File: src/rtl/tail_cmd_conditioner.sv
// Conditions the two raw tail-light switches into a committed {K1,K0} command with a change strobe.
// Path is 2-FF sync, per-bit debounce, then a settle window that absorbs skewed multi-bit transitions.
module tail_cmd_conditioner #(
    parameter int DEBOUNCE_CYCLES = 1000000,
    parameter int SETTLE_CYCLES   = 2000000
) (
    input  logic       sys_clk_in,
    input  logic       sys_rst,
    input  logic [1:0] sw_raw,
    output logic [1:0] cmd_code,
    output logic       cmd_change,
    output logic [1:0] sw_stable
);

    localparam int CNT_MAX = (DEBOUNCE_CYCLES > SETTLE_CYCLES) ? DEBOUNCE_CYCLES : SETTLE_CYCLES;
    localparam int CNT_W   = $clog2(CNT_MAX + 1);
    localparam logic [CNT_W-1:0] DB_LAST = CNT_W'(DEBOUNCE_CYCLES - 1);
    localparam logic [CNT_W-1:0] ST_LAST = CNT_W'(SETTLE_CYCLES - 1);

    typedef enum logic {
        IDLE   = 1'b0,
        SETTLE = 1'b1
    } state_t;

    state_t           state_q;
    logic [1:0]       sync1_q;
    logic [1:0]       sync2_q;
    logic [CNT_W-1:0] dcnt_q [2];
    logic [CNT_W-1:0] dcnt_d [2];
    logic [1:0]       stable_q;
    logic [1:0]       stable_d;
    logic [1:0]       snap_q;
    logic [CNT_W-1:0] scnt_q;
    logic [1:0]       cmd_code_q;
    logic             cmd_change_q;

    always_comb begin
        stable_d = stable_q;
        for (int i = 0; i < 2; i++) begin
            dcnt_d[i] = dcnt_q[i];
            if (sync2_q[i] == stable_q[i]) begin
                dcnt_d[i] = '0;
            end else if (dcnt_q[i] == DB_LAST) begin
                stable_d[i] = sync2_q[i];
                dcnt_d[i]   = '0;
            end else begin
                dcnt_d[i] = dcnt_q[i] + 1'b1;
            end
        end
    end

    // The settle FSM looks at the debounced value as it is being registered, so the
    // window opens on the same edge sw_stable moves and spans exactly SETTLE_CYCLES.
    always_ff @(posedge sys_clk_in) begin
        if (sys_rst) begin
            state_q      <= IDLE;
            sync1_q      <= '0;
            sync2_q      <= '0;
            dcnt_q       <= '{default: '0};
            stable_q     <= '0;
            snap_q       <= '0;
            scnt_q       <= '0;
            cmd_code_q   <= '0;
            cmd_change_q <= 1'b0;
        end else begin
            sync1_q      <= sw_raw;
            sync2_q      <= sync1_q;
            dcnt_q       <= dcnt_d;
            stable_q     <= stable_d;
            cmd_change_q <= 1'b0;
            case (state_q)
                IDLE: begin
                    if (stable_d != cmd_code_q) begin
                        state_q <= SETTLE;
                        scnt_q  <= '0;
                        snap_q  <= stable_d;
                    end
                end
                SETTLE: begin
                    if (stable_d == cmd_code_q) begin
                        state_q <= IDLE;
                        scnt_q  <= '0;
                    end else if (stable_d != snap_q) begin
                        snap_q <= stable_d;
                        scnt_q <= '0;
                    end else if (scnt_q == ST_LAST) begin
                        cmd_code_q   <= snap_q;
                        cmd_change_q <= 1'b1;
                        state_q      <= IDLE;
                        scnt_q       <= '0;
                    end else begin
                        scnt_q <= scnt_q + 1'b1;
                    end
                end
                default: begin
                    state_q <= IDLE;
                    scnt_q  <= '0;
                end
            endcase
        end
    end

    assign cmd_code   = cmd_code_q;
    assign cmd_change = cmd_change_q;
    assign sw_stable  = stable_q;

endmodule

File: config.mk
export PLATFORM = sky130hd
export DESIGN_NAME = tail_cmd_conditioner
export DESIGN_NICKNAME = d
export VERILOG_FILES = /design/src/rtl/tail_cmd_conditioner.sv
export SDC_FILE = /design/constraint.sdc
export NUM_CORES = 1
export LEC_CHECK = 0
export CAP_MARGIN = 20
export CORE_MARGIN = 2
export CORE_UTILIZATION = 60
export CTS_CLUSTER_DIAMETER = 50
export DETAILED_ROUTE_END_ITERATION = 10
export PLACE_DENSITY = 0.78
export SKIP_LAST_GASP = 1
export SLEW_MARGIN = 30
export SYNTH_ARGS = -nofsm -noshare
export SYNTH_HDL_FRONTEND = slang
export SYNTH_SLANG_ARGS = --single-unit
File: constraint.sdc
create_clock -name sys_clk_in -period 3.05 [get_ports sys_clk_in]
set_input_delay 0.61 -clock sys_clk_in [delete_from_list [all_inputs] [get_ports sys_clk_in]]
set_output_delay 0.61 -clock sys_clk_in [all_outputs]
set_load 0.01 [all_outputs]
==> impl_results.md <==
* DRC Markers at 0
* Pwr Density at 447 nW/um2
* Post-route setup slack at 0.301 ns
* Max-slew violation count at 0
* Met3 usage at 6.00%
* GR Layer Usage met2 at 37.5%
* Clock Latency Late Sink at 0.35 ns
* Top-count cell post-synth: dfxtp_1
* DRT iter0 DRCs at 123
* Fin Setup TNS at 0 ns
* Register area at 1500 um2
* Yosys reg bits at 75
* Sequential area share after synthesis at 41.8%
* Setup violators final at 0
* Largest net degree at the start of global routing at 22
* Grt total ovfl at 0
* Vias in the first global route at 2658
* Top FF cell, synth: dfxtp_1
* Synth warn at 0
* CTS tree: built
* Worst-Margin Slew at 0.683 ns
* CP Max Fanout at 8
* Worst Clk Skew at 0.00962 ns
* Leakage at 1.27 nW
* Initial Utilization at 61.4%
* Worst-path clk slew at 0.08 ns
* Antenna Cells at 0
* CTS max path bufs at 2
* Final Hold Vio Count at 0
* Die Span Y at 81.4 um
* Clk root buf: clkbuf_8
* Crit Path Category: flop to flop
* Gr usage total at 21.8%
* Distinct cells, synth at 49
* Critical path required time at 3.29 ns
* Met1 Usage GRT at 26.4%
* H-tree depth at 3
* Crit path DAT at 2.99 ns
* Period utilization at 90.1%
* Relative slew slack at 54.5%
* Vias at 2879
* Post-cts resize count at 0
* Post-place setup slack at 0.311 ns
* Crit path launch type: flop
* Fill cells at 483
* Synth cell count leaders: 75 x dfxtp_1, 65 x nor2_1, 39 x nand2_1
* 1st-pass router iterations at 4
* Max-cap violations at 0
* Most crowded layer after global routing: met2
* Remaining antenna violation count at 0
* Die area at 6620 um2
* Port bufs at 8
* Placed inst area at 3740 um2
* RSZ-0062 raised after global routing: false
* Fmax at 364 MHz
* Syn Area/Cell at 8.55 um2
* HPWL Detailed at 4.54 mm
* Post-synth top area cell: dfxtp_1
* DR WL/cell at 12.8 um
* Core area at 5850 um2
* Final WL at 6.52 mm
* Post-CTS Setup Inserts at 0
* First-pass GRT wire length at 11.3 mm
* Cts hold-fix bufs at 0
* Initial antenna violation count at 0
* Asr flop ratio synth at 0%
* Die width at 81.4 um
* CTS sink cnt at 75
* Post-Syn Area at 3590 um2
* IO Count at 9
* Layout area overhead at 9.61%
* Final #Nets at 438
* Row count at 28
* Worst vdd ir at 0.337 mV
* Layout cells sized above 1 at 8.26%
* Multi-input combinational cell area at 1990 um2
* Minimum clock period at 2.75 ns
* Status: finished clean
* Hold Crit Class: flop to flop
* Ranking of synthesized cells by area: dfxtp_1 42%, nor2_1 6.8%, xor2_1 6.1%
* Synthesized Nets at 427
* Total CTS buffers at 9
* Global placer's final weighted congestion at 0.881
* Gate Count Post-Synth at 420
* Post-synth EDFFs at 0
* Final Instance Area at 3940 um2
* CP endpoint kind: flop
* Synth top area share at 41.8%
* Via/cell ratio at 5.63
## cell type report
type | instances | share of cell area [%]
Inverter | 8 | 0.763
Multi-Input combinational cell | 323 | 50.6
Clock inverter | 5 | 1.33
Timing Repair Buffer | 14 | 3.18
Sequential cell | 75 | 38.1
Clock buffer | 11 | 3.59
Tap cell | 75 | 2.38
## critical path, cell delays in order, from the launching register on
cell and delay (ns):
dfxtp_1 0.38, ha_1 0.25, nand4_1 0.17, or3_1 0.48, a211o_1 0.26, nand2_1 0.08, nand3_1 0.19, buf_4 0.23
or4b_1 0.51, o311ai_0 0.10
## per-layer routing
metal | vias up | part of all wire [%] | routed length (um)
li1 | 1480 | - | -
met1 | 1355 | 47 | 3070
met2 | 31 | 49 | 3180
met3 | 13 | 2.7 | 175
met4 | 0 | 1.5 | 95
met5 | - | 0 | 0
## report_power, final
| group | switching (mW) | total, mW | internal, mW |
|---|---|---|---|
| Clock | 0.355 | 0.751 | 0.396 |
| Sequential | 0.00303 | 0.985 | 0.982 |
| Combinational | 0.0139 | 0.0245 | 0.0106 |
| Total | 0.372 | 1.76 | 1.39 |
## through the flow
step                      total power, mW  hold slack, ns  instances  util (%)
final                                1.76           0.444        511      67.3
after global placement               1.03           0.418        495      64.0
after CTS                            1.78           0.455        511      67.3
after detailed placement             1.03           0.430        495      64.0
after global routing                 1.81           0.474        511      67.3
after floorplan                      1.02           0.414        420         -
## cells by family (layout without fill, tap and decap cells)
group                    after synthesis  count (layout)  share of synthesized area [%]
adder cells (fa/ha/maj)                3               3                           1.05
multiplexers                           2               2                          0.557
AO/OA/AOI/OAI                         41              41                           8.46
buffers and inverters                 22              38                           2.72
flip-flops                            75              75                           41.8
XOR/XNOR                              47              47                           11.5
AND/OR/NAND/NOR                      230             230                           34.0
## cell usage in the layout (no fill, tap or decap), types with 3 or more instances in the layout
master	instances
or3_1	7
a21o_1	6
and3_1	14
nor4b_1	3
nand4_1	9
clkinv_2	3
or4_1	3
nor3_1	4
xnor2_1	22
o21ai_2	6
nand3_1	32
and2_1	4
xor2_1	25
dfxtp_1	75
o311ai_1	3
and4_1	3
nor2b_1	10
inv_1	8
clkbuf_8	10
or2_2	3
a211oi_1	7
nand2b_1	12
nor2_1	65
nor4_1	5
ha_1	3
buf_4	6
nand3b_1	3
a21oi_1	6
clkdlybuf4s50_1	8
or4b_1	5
nand2_1	39
## registers in the layout, indices dropped and copies added, names as in the netlist
| register | count |
|---|---|
| scnt_q | 21 |
| state_q | 1 |
| cmd_change | 1 |
| cmd_code | 2 |
| snap_q | 2 |
| sw_stable | 2 |
| sync1_q | 2 |
| dcnt_q | 42 |
| sync2_q | 2 |
## path summary, 6_finish.rpt
path	cells after the start	end	from	slack, ns
max	9	scnt_q[8]	dcnt_q[21]	0.30
min	1	sync2_q[0]	sync1_q[0]	0.44
max reg2reg	9	scnt_q[8]	dcnt_q[21]	0.30
min reg2reg	1	sync2_q[0]	sync1_q[0]	0.44
(Power assumes the default switching activity.)
